<file path="config.mk">
export PLATFORM = sky130hd
export DESIGN_NAME = serial_sub_64
export DESIGN_NICKNAME = d
export VERILOG_FILES = /design/src/rtl/serial_sub_64_pkg.sv /design/src/rtl/serial_sub_64_add_1bit.sv /design/src/rtl/serial_sub_64.sv
export SDC_FILE = /design/constraint.sdc
export NUM_CORES = 1
export LEC_CHECK = 0
export ABC_AREA = 1
export CORE_MARGIN = 3
export CORE_UTILIZATION = 57
export CTS_BUF_LIST = sky130_fd_sc_hd__clkbuf_4 sky130_fd_sc_hd__clkbuf_8 sky130_fd_sc_hd__clkbuf_16
export DETAILED_ROUTE_END_ITERATION = 12
export PLACE_DENSITY = 0.95
export SLEW_MARGIN = 20
export SYNTH_ARGS = -nofsm -noshare
export SYNTH_HDL_FRONTEND = slang
export SYNTH_SLANG_ARGS = --single-unit
</file>
<file path="constraint.sdc">
create_clock -name clk -period 4.2 [get_ports clk]
set_input_delay 0.84 -clock clk [delete_from_list [all_inputs] [get_ports clk]]
set_output_delay 0.84 -clock clk [all_outputs]
set_load 0.01 [all_outputs]
</file>
<file path="src/rtl/serial_sub_64_pkg.sv">
// Shared ALU package: state encodings and default datapath width for the
// bit-serial subtractor.
package serial_sub_64_pkg;

  localparam int DEFAULT_WIDTH = 64;

  localparam logic [1:0] S_IDLE = 2'd0;
  localparam logic [1:0] S_RUN  = 2'd1;
  localparam logic [1:0] S_DONE = 2'd2;

endpackage

</file>
<file path="src/rtl/serial_sub_64_add_1bit.sv">
// Single full-adder cell shared by the serial ALU datapaths.
module add_1bit (
  input  logic a,
  input  logic b,
  input  logic cin,
  output logic s,
  output logic cout
);

  // Sum and majority carry of the three input bits
  always_comb begin
    s    = a ^ b ^ cin;
    cout = (a & b) | (a & cin) | (b & cin);
  end

endmodule

</file>
<file path="src/rtl/serial_sub_64.sv">
// Bit-serial subtractor: diff = a - b computed LSB first as a + ~b + 1
// through one full-adder cell and one carry flop, with Y86 ZF/SF/OF and a
// borrow flag registered on the final bit.
module serial_sub_64
  import serial_sub_64_pkg::*;
#(
  parameter int WIDTH = DEFAULT_WIDTH,
  parameter int CNT_W = 6
) (
  input  logic             clk,
  input  logic             rst_n,
  input  logic             start,
  input  logic [WIDTH-1:0] a,
  input  logic [WIDTH-1:0] b,
  output logic             ready,
  output logic             busy,
  output logic             done,
  output logic [WIDTH-1:0] diff,
  output logic             zf,
  output logic             sf,
  output logic             of,
  output logic             cf
);

  logic [1:0]       state;
  logic [CNT_W-1:0] count;
  logic             carry;
  logic [WIDTH-1:0] a_sh;
  logic [WIDTH-1:0] b_sh;
  logic [WIDTH-1:0] r_sh;
  logic             a_msb;
  logic             b_msb;

  logic             s;
  logic             carry_next;
  logic             accept;
  logic             last_bit;
  logic [WIDTH-1:0] final_diff;

  // The subtrahend is inverted bit by bit on its way into the cell; the +1
  // comes from the carry being preset to 1 on accept.
  add_1bit u_cell (
    .a    (a_sh[0]),
    .b    (~b_sh[0]),
    .cin  (carry),
    .s    (s),
    .cout (carry_next)
  );

  // Status decode and the value the result register takes on the last bit
  always_comb begin
    ready      = (state == S_IDLE) || (state == S_DONE);
    busy       = (state == S_RUN);
    done       = (state == S_DONE);
    accept     = start && ready;
    last_bit   = (count == CNT_W'(WIDTH - 1));
    final_diff = {s, r_sh[WIDTH-1:1]};
  end

  // Sequencer: IDLE/DONE accept a start, RUN counts one bit per edge
  always_ff @(posedge clk or negedge rst_n) begin
    if (!rst_n) begin
      state <= S_IDLE;
      count <= '0;
    end else begin
      case (state)
        S_IDLE: begin
          if (start) begin
            state <= S_RUN;
            count <= '0;
          end
        end
        S_RUN: begin
          if (last_bit) begin
            state <= S_DONE;
          end else begin
            count <= count + 1'b1;
          end
        end
        S_DONE: begin
          if (start) begin
            state <= S_RUN;
            count <= '0;
          end else begin
            state <= S_IDLE;
          end
        end
        default: begin
          state <= S_IDLE;
          count <= '0;
        end
      endcase
    end
  end

  // Datapath: load operands on accept, shift one bit per RUN edge, and
  // register the result and flags together on the final bit
  always_ff @(posedge clk or negedge rst_n) begin
    if (!rst_n) begin
      carry <= 1'b1;
      a_sh  <= '0;
      b_sh  <= '0;
      r_sh  <= '0;
      a_msb <= 1'b0;
      b_msb <= 1'b0;
      diff  <= '0;
      zf    <= 1'b0;
      sf    <= 1'b0;
      of    <= 1'b0;
      cf    <= 1'b0;
    end else if (accept) begin
      a_sh  <= a;
      b_sh  <= b;
      a_msb <= a[WIDTH-1];
      b_msb <= b[WIDTH-1];
      carry <= 1'b1;
    end else if (state == S_RUN) begin
      a_sh  <= {1'b0, a_sh[WIDTH-1:1]};
      b_sh  <= {1'b0, b_sh[WIDTH-1:1]};
      r_sh  <= final_diff;
      carry <= carry_next;
      if (last_bit) begin
        diff <= final_diff;
        zf   <= (final_diff == '0);
        sf   <= s;
        of   <= (a_msb != b_msb) && (s != a_msb);
        cf   <= ~carry_next;
      end
    end
  end

endmodule

</file>
==> results.txt, run 1 <==
outcome = finished clean
first-pass GRT wire length = 44.2 mm
Max-Slew Margin vs Limit = 0.274
Post-Syn Area = 11400 µm²
Yosys cell types = 31
# resized after CTS = 0
Worst path max stage delay = 0.63 ns
area of the die = 21700 µm²
Seq/Total Area, Yosys = 0.592
met3 usage = 0.0500
Final Hold Fails = 0
Yosys reg bits = 269
Cell Chain, Critical Path = inv_2, nor2_8, clkdlybuf4s50_1
worst hold path type = primary input to asynchronous set/reset pin
final setup vio count = 0
Longest Clk Path Bufs = 3
grt met1 use = 0.328
vias in the first global route = 9171
Pleak = 6.51 nW
I/O pin total = 202
cell taking the most area after synthesis = dfrtp_1
Sink Count = 269
Final Util = 0.737
gpl congestion = 0.831
ANT nets after route = 0
synth warn = 0
post-layout min period = 2.87 ns
DR pass1 iterations = 5
worst r2r src = state[0]$_DFFE_PN0P_
Post-Route Setup TNS = 0 ns
syn_area_per_cell = 8.76 µm²
pin count of the biggest net entering global routing = 127
gr ovfl total = 0
Clk Tree Root Cell = clkbuf_16
Clk Latency, worst-skew pair = 0.52 ns
Reg2Reg Setup Slack = 1.60 ns
CP endpoint kind = output pin
CTS Buf Count = 27
dpl ws = 1.31 ns
post-route setup slack = 1.33 ns
most used routing layer = met2
CP Class = register to output pin
Fmax achieved = 0.348 GHz
Tcrit/Tclk final = 0.684
via/cell ratio = 5.42
ant diodes = 0
CTS tree = built
Critical Path Start = state[0]$_DFFE_PN0P_
share of cells above drive strength 1 = 0.0509
die extent in x = 147 µm
Final Slew Violations = 0
area fraction of the dominant cell type after synthesis = 0.590
I/O Buffers = 201
routed wire length = 26.7 mm
post-place instance area = 13400 µm²
clock-pin slew on the worst setup and hold paths = 0.06 ns
CP Data Arrival Time = 2.03 ns
core region area = 19500 µm²
WP buf/inv = 2
switching pwr = 2.06 mW
Synth async-reset ratio = 1.00
number of antenna violations at the first check in global routing = 0
Synth area leaders = dfrtp_1, o21ai_0, nand2_1
Setup Skew = 0.0139 ns
critical path's slowest cell = clkdlybuf4s50_1
crit path max fanout = 34
Final nets = 1590
startpoint class of the critical path = register
P_int = 5.27 mW
Post-synth EDFFs = 0
Overall Power = 7.33 mW
DP HPWL = 17.4 mm
hold buffers post-CTS = 0
detailed-route DRC error count = 0
Setup Buffers After CTS = 0
worst-margin pin slew = 1.09 ns
FILL cells = 1351
Worst VDD drop = 0.000427 V
H-tree Lvls = 1
PwrDens = 509 nW/µm²
vias = 9431
drt wl/cell = 15.4 µm
num rows = 51
clock group share of total power = 0.343
area delta synth->final = 26.5%
Die Ht = 147 µm
Mapped Nets = 1431
Max-cap violations = 0
Design Area, Final = 14400 µm²
RSZ-0062 raised after global routing = no
cell family with the largest share of critical-path delay = buffers and inverters
starting density of the core = 0.582
GR Util met2 = 0.409
Tot GR Track Use = 0.244
Iter 0 DRT Violations = 819
Post-Synthesis Cells = 1298
sw frac = 0.281
logic gate share of total power = 0.184
sequential share of power = 0.474
Req. time, crit path = 3.36 ns
Post-synth top flop = dfrtp_1
routing by layer:
| metal | wire length [µm] | share of wire |
|---|---|---|
| met4 | 642 | 0.024 |
| met1 | 10800 | 0.41 |
| met2 | 13100 | 0.49 |
| met3 | 2140 | 0.080 |
| met5 | 0 | 0 |
layout make-up:
class | count | area [µm²] | share of cell area
timing repair buffer | 213 | 2130 | 0.148
inverter | 136 | 513 | 0.0356
clock inverter | 5 | 100 | 0.00696
tap | 265 | 332 | 0.0230
multi-input combinational | 810 | 3730 | 0.259
sequential | 269 | 6730 | 0.468
clock buffer | 41 | 850 | 0.0590
sequential cells by signal (all words and copies together) (netlist names):
signal	flops
zf	1
a_msb	1
r_sh	63
of	1
carry	1
diff	64
state	2
a_sh	64
b_msb	1
cf	1
b_sh	64
count	6
cells by family (layout without fill, tap and decap cells):
group | Yosys count | after routing | share of synthesized area
flip-flops | 269 | 269 | 0.592
adder cells (fa/ha/maj) | 2 | 2 | 0.00286
buffers and inverters | 219 | 395 | 0.0810
AND/OR/NAND/NOR | 362 | 362 | 0.125
AO/OA/AOI/OAI | 446 | 446 | 0.199
power groups by stage:
stage	registers, mW	logic, mW	clock network [mW]
6_report	3.47	1.35	2.51
4_1_cts	3.46	1.35	2.55
5_1_grt	3.53	1.56	2.66
3_5_place_dp	3.50	1.32	0
2_1_floorplan	3.41	0.929	0
3_3_place_gp	3.46	1.24	0
per-stage QoR:
step / cells / hold WS, ns
floorplan: 1298 / 0.448
global placement: 1693 / 0.461
detailed placement: 1693 / 0.468
CTS: 1739 / 0.422
global route: 1739 / 0.435
finish: 1739 / 0.381
cells in the mapped netlist (2+ instances only):
master / number
clkbuf_1: 36
nand2_1: 237
clkbuf_2: 2
nor3_1: 3
nand3_1: 10
nor2_1: 105
buf_2: 30
inv_1: 133
o22ai_1: 4
buf_6: 2
buf_1: 2
o21ai_0: 334
o21ai_1: 36
dfrtp_1: 268
inv_2: 2
a21oi_1: 64
o21ai_2: 6
buf_4: 11
worst paths after layout:
| kind | endpoint | depth (start not counted) |
|---|---|---|
| setup / recovery | busy | 3 |
| max in group asynchronous | carry$_DFFE_PN1P_ | 2 |
| hold / removal | a_sh[39]$_DFFE_PN0P_ | 1 |
| min in group clk | of$_DFFE_PN0P_ | 2 |
| hold reg to reg | of$_DFFE_PN0P_ | 2 |
| setup reg to reg | count[5]$_DFFE_PN0P_ | 5 |
placed cells by master (no fill, tap or decap), types with 6 or more instances in the layout:
master	instances
o21ai_0	334
buf_4	10
clkbuf_16	27
o21ai_1	36
a21oi_1	64
dfrtp_1	268
nand3_1	10
inv_1	133
clkbuf_8	11
clkdlybuf4s50_1	200
nand2_1	237
o21ai_2	6
nor2_1	105
(Power assumes the default switching activity.)
==> inputs of run 2 (changes only) <==
--- a/config.mk
+++ b/config.mk
@@ -7,10 +7,10 @@
 export LEC_CHECK = 0
 export ABC_AREA = 1
 export CORE_MARGIN = 3
-export CORE_UTILIZATION = 57
+export CORE_UTILIZATION = 48
 export CTS_BUF_LIST = sky130_fd_sc_hd__clkbuf_4 sky130_fd_sc_hd__clkbuf_8 sky130_fd_sc_hd__clkbuf_16
 export DETAILED_ROUTE_END_ITERATION = 12
-export PLACE_DENSITY = 0.95
+export PLACE_DENSITY = 0.89
 export SLEW_MARGIN = 20
 export SYNTH_ARGS = -nofsm -noshare
 export SYNTH_HDL_FRONTEND = slang
==> constraint.sdc (replaced) <==
create_clock -name clk -period 2.55 [get_ports clk]
set_input_delay 0.51 -clock clk [delete_from_list [all_inputs] [get_ports clk]]
set_output_delay 0.51 -clock clk [all_outputs]
set_load 0.01 [all_outputs]
==> results.txt, run 2 (same netlist as run 1, synthesis figures left out) <==
outcome = finished clean
Final Util = 0.635
WP buf/inv = 1
cell family with the largest share of critical-path delay = buffers and inverters
core region area = 23000 µm²
Final nets = 1599
share of cells above drive strength 1 = 0.0579
I/O pin total = 202
drt wl/cell = 14.5 µm
hold path depth = 2
worst-margin pin slew = 0.920 ns
most frequent cells in the layout = o21ai_0, dfrtp_1, nand2_1
CTS Buf Count = 28
first-pass GRT wire length = 44.2 mm
Req. time, crit path = 2.04 ns
post-layout min period = 2.48 ns
critical path's slowest cell = clkdlybuf4s50_1
Worst VDD drop = 0.000519 V
commonest non-fill, non-tap cell in the layout = o21ai_0
FILL cells = 1876
DR pass1 iterations = 5
startpoint class of the critical path = register
area delta synth->final = 28.3%
Reg area = 6730 µm²
CP endpoint kind = output pin
DP HPWL = 17.6 mm
Fmax achieved = 0.404 GHz
clock-pin slew on the worst setup and hold paths = 0.06 ns
starting density of the core = 0.495
Tot GR Track Use = 0.203
biggest regs = a_sh (64), b_sh (64), diff (64)
Cell Chain, Critical Path = nor2_8, clkdlybuf4s50_1
Clk Tree Root Cell = clkbuf_16
Max-Slew Margin vs Limit = 0.387
gr ovfl total = 0
via/cell ratio = 5.17
Stages on worst setup path = 2
area of the die = 25600 µm²
H-tree Lvls = 1
Longest Clk Path Bufs = 3
CTS tree = built
die extent in x = 160 µm
Tcrit/Tclk final = 0.972
Setup Buffers After CTS = 0
worst hold endpoint = diff[37]$_DFFE_PN0P_
final hold slack = 0.480 ns
sequential share of power = 0.473
Pleak = 6.59 nW
pin count of the biggest net entering global routing = 163
Worst path max stage delay = 0.68 ns
gpl congestion = 0.808
cells on worst reg2reg path = 6
worst r2r src = count[0]$_DFFE_PN0P_
multi-input logic area = 3730 µm²
worst hold path type = register to register
HP Start = diff[37]$_DFFE_PN0P_
logic gate share of total power = 0.186
switching pwr = 3.39 mW
Final Slew Violations = 0
number of antenna violations at the first check in global routing = 4
Reg2Reg Setup Slack = 0.50 ns
CP Class = register to output pin
detailed-route DRC error count = 0
PwrDens = 823 nW/µm²
Reg-to-Reg End = count[5]$_DFFE_PN0P_
vias = 9301
routed wire length = 26.1 mm
I/O Buffers = 201
Final Hold Fails = 0
crit path max fanout = 16
P_int = 8.62 mW
RSZ-0062 raised after global routing = no
CP Data Arrival Time = 1.97 ns
num rows = 55
vias in the first global route = 9228
Clk Latency, worst-skew pair = 0.52 ns
clock group share of total power = 0.341
final setup vio count = 0
Post-Route Setup TNS = 0 ns
ANT nets after route = 0
Max-cap violations = 0
Sink Count = 269
Iter 0 DRT Violations = 567
sw frac = 0.282
Setup Skew = 0.0123 ns
Die Ht = 160 µm
[run 2: cell types whose count changed in the layout (fill, tap and decap cells not counted), sizes merged]
cell,change
buf,+7
dlygate4sd3,+1
clkbuf,+3
bufinv,-2
diode,+1
clkinv,+3
[run 2: metal layers]
| layer | GRT usage | vias to the layer above | part of all wire |
|---|---|---|---|
| met5 | 0 | - | 0.0016 |
| met4 | 0.0552 | 6 | 0.020 |
| met3 | 0.0428 | 48 | 0.067 |
| met2 | 0.342 | 303 | 0.49 |
| met1 | 0.269 | 4408 | 0.42 |
| li1 | - | 4536 | - |
[run 2: timing repair]
action	in CTS	in global routing
hold endpoints to repair	46	0
hold buffers	1	0
gates resized for setup	0	0
[run 2: through the flow]
step | total power, mW | instances | area (µm²) | worst slack, ns
after floorplan | 7.14 | 1298 | 11400 | 1.05
after global placement | 7.77 | 1748 | 13600 | 0.342
after global routing | 12.8 | 1800 | 14600 | 0.0128
after CTS | 12.1 | 1799 | 14600 | 0.0499
final | 12.0 | 1800 | 14600 | 0.0722
after detailed placement | 7.96 | 1748 | 13600 | 0.310
[run 2: worst max-delay path by stage]
stage                    startpoint                   end  slack [ns]
2_1_floorplan     carry$_DFFE_PN1P_        zf$_DFFE_PN0P_        1.05
3_3_place_gp                  start  a_sh[60]$_DFFE_PN0P_        0.34
3_5_place_dp                  start  a_sh[13]$_DFFE_PN0P_        0.31
4_1_cts        state[1]$_DFFE_PN0P_                  busy        0.05
5_1_grt        state[1]$_DFFE_PN0P_                  busy        0.01
6_report       state[1]$_DFFE_PN0P_                  busy        0.07
[run 2: area by class of cell]
type / count / area share
Sequential cell: 269 / 0.461
Multi-Input combinational cell: 810 / 0.256
Timing Repair Buffer: 221 / 0.156
Clock buffer: 44 / 0.0613
Inverter: 136 / 0.0352
Tap cell: 313 / 0.0268
Clock inverter: 6 / 0.00377
Antenna cell: 1 / 0.000172
[run 2: power groups by stage]
stage,registers [mW],clock network (mW),logic [mW]
finish,5.68,4.09,2.23
global route,5.79,4.36,2.61
floorplan,5.61,0,1.53
CTS,5.68,4.19,2.26
global placement,5.69,0,2.08
detailed placement,5.74,0,2.22
[run 2: worst register-to-register path, delay by kind of cell, from the launching register on]
kind | cells | cell delay, ns
adders and majority gates | 1 | 0.19
and+or+nand+nor | 3 | 0.64
AOI/OAI and AO/OA | 2 | 0.67
DFF | 1 | 0.40
==> inputs of run 3 (changes only) <==
--- a/config.mk
+++ b/config.mk
@@ -7,10 +7,10 @@
 export LEC_CHECK = 0
 export ABC_AREA = 1
 export CORE_MARGIN = 3
-export CORE_UTILIZATION = 48
+export CORE_UTILIZATION = 53
 export CTS_BUF_LIST = sky130_fd_sc_hd__clkbuf_4 sky130_fd_sc_hd__clkbuf_8 sky130_fd_sc_hd__clkbuf_16
 export DETAILED_ROUTE_END_ITERATION = 12
-export PLACE_DENSITY = 0.89
+export PLACE_DENSITY = 0.92
 export SLEW_MARGIN = 20
 export SYNTH_ARGS = -nofsm -noshare
 export SYNTH_HDL_FRONTEND = slang
==> constraint.sdc (replaced) <==
create_clock -name clk -period 2.3 [get_ports clk]
set_input_delay 0.46 -clock clk [delete_from_list [all_inputs] [get_ports clk]]
set_output_delay 0.46 -clock clk [all_outputs]
set_load 0.005 [all_outputs]
==> results.txt, run 3 (same netlist as run 1, synthesis figures left out) <==
gpl congestion = 0.846
Fmax achieved = 0.467 GHz
I/O Buffers = 201
most frequent cells in the layout = o21ai_0, dfrtp_1, nand2_1
routed wire length = 27.3 mm
critical path's slowest cell = clkdlybuf4s50_1
drt wl/cell = 15.5 µm
Post-Route Setup TNS = 0 ns
vias = 9531
die extent in x = 152 µm
Overall Power = 13.5 mW
core region area = 20600 µm²
Iter 0 DRT Violations = 566
PwrDens = 924 nW/µm²
area of the die = 23300 µm²
CTS tree = built
Clk Tree Root Cell = clkbuf_16
Tcrit/Tclk final = 0.931
Max-Slew Margin vs Limit = 0.354
H-tree Lvls = 1
num rows = 52
Max-cap violations = 0
CP Class = register to output pin
Final Util = 0.707
number of antenna violations at the first check in global routing = 3
Die Ht = 152 µm
Worst path max stage delay = 0.52 ns
pin count of the biggest net entering global routing = 152
DP HPWL = 17.8 mm
worst-margin pin slew = 0.969 ns
worst hold path type = register to register
Sink Count = 269
Final Hold Fails = 0
WP buf/inv = 2
Worst VDD drop = 0.000688 V
Tot GR Track Use = 0.228
outcome = finished clean
startpoint class of the critical path = register
I/O pin total = 202
Clk Latency, worst-skew pair = 0.53 ns
share of cells above drive strength 1 = 0.0572
final setup vio count = 0
CP Data Arrival Time = 1.68 ns
Reg2Reg Setup Slack = 0.25 ns
crit path max fanout = 2
Setup Skew = 0.0202 ns
gr ovfl total = 0
Req. time, crit path = 1.84 ns
ANT nets after route = 0
RSZ-0062 raised after global routing = no
post-layout min period = 2.14 ns
FILL cells = 1427
commonest non-fill, non-tap cell in the layout = o21ai_0
biggest regs = a_sh (64), b_sh (64), diff (64)
Longest Clk Path Bufs = 3
Final Slew Violations = 0
first-pass GRT wire length = 44.8 mm
DR pass1 iterations = 5
detailed-route DRC error count = 0
area delta synth->final = 28.2%
Cell Chain, Critical Path = inv_1, nor2_1, clkdlybuf4s50_1
CTS Buf Count = 27
vias in the first global route = 9346
clock-pin slew on the worst setup and hold paths = 0.07 ns
starting density of the core = 0.551
Setup Buffers After CTS = 0
cell family with the largest share of critical-path delay = buffers and inverters
via/cell ratio = 5.42
Final nets = 1598
CP endpoint kind = output pin
Pleak = 6.58 nW
[run 3: cell types whose count changed in the layout (fill, tap and decap cells not counted), moves of 2 or more]
| cell | before | now |
|---|---|---|
| clkinv_4 | 0 | 2 |
| buf_4 | 11 | 8 |
| clkinvlp_4 | 0 | 2 |
| clkbuf_8 | 9 | 5 |
| bufinv_16 | 1 | 4 |
| clkbuf_4 | 6 | 4 |
| buf_12 | 8 | 11 |
| clkbuf_16 | 29 | 27 |
[run 3: stage by stage]
step / area (µm²) / hold slack, ns / instances / worst slack, ns
global route: 14600 / 0.495 / 1757 / 0.0641
floorplan: 11400 / 0.164 / 1298 / 0.796
finish: 14600 / 0.481 / 1757 / 0.158
detailed placement: 13600 / 0.472 / 1705 / 0.253
global placement: 13600 / 0.461 / 1705 / 0.328
CTS: 14600 / 0.475 / 1755 / 0.110
[run 3: where the power goes]
group	internal, mW	switching (mW)	total (mW)
Clock	2.82	1.82	4.64
Sequential	5.76	0.550	6.31
Combinational	1.04	1.48	2.52
[run 3: final cells by class]
class,instances,area (µm²),area share
Tap cell,270,338,0.0232
Multi-Input combinational cell,810,3730,0.256
Clock buffer,36,774,0.0531
Antenna cell,2,5.00,0.000343
Inverter,136,513,0.0352
Clock inverter,13,178,0.0122
Sequential cell,269,6730,0.462
Timing Repair Buffer,221,2310,0.158
[run 3: worst paths after layout]
kind	start	endpoint	cells after the start
worst max-delay path	state[1]$_DFFE_PN0P_	done	3
worst min-delay path	diff[41]$_DFFE_PN0P_	diff[41]$_DFFE_PN0P_	2
worst min register to register	diff[41]$_DFFE_PN0P_	diff[41]$_DFFE_PN0P_	2
min in group asynchronous	rst_n	a_sh[26]$_DFFE_PN0P_	2
max in group asynchronous	rst_n	diff[32]$_DFFE_PN0P_	3
worst max register to register	count[0]$_DFFE_PN0P_	diff[25]$_DFFE_PN0P_	6
[run 3: timing repair]
item | CTS | global route
resized for setup | 1 | 0
hold buffers | 1 | 0
endpoints found under the setup margin | 1 | 0
hold endpoints to repair | 70 | 0
[run 3: per-layer routing]
layer,vias to the layer above,track usage,share of wire
met5,-,0,0.00048
met2,378,0.390,0.50
met3,62,0.0534,0.080
met1,4563,0.293,0.40
li1,4526,-,-
met4,2,0.0624,0.022
[run 3: tightest hold or removal path, delay by kind of cell, from the launching register on]
family           cells  cell delay (ns)
AO/OA/AOI/OAI        1             0.06
AND/OR/NAND/NOR      1             0.05
flip-flops           1             0.34
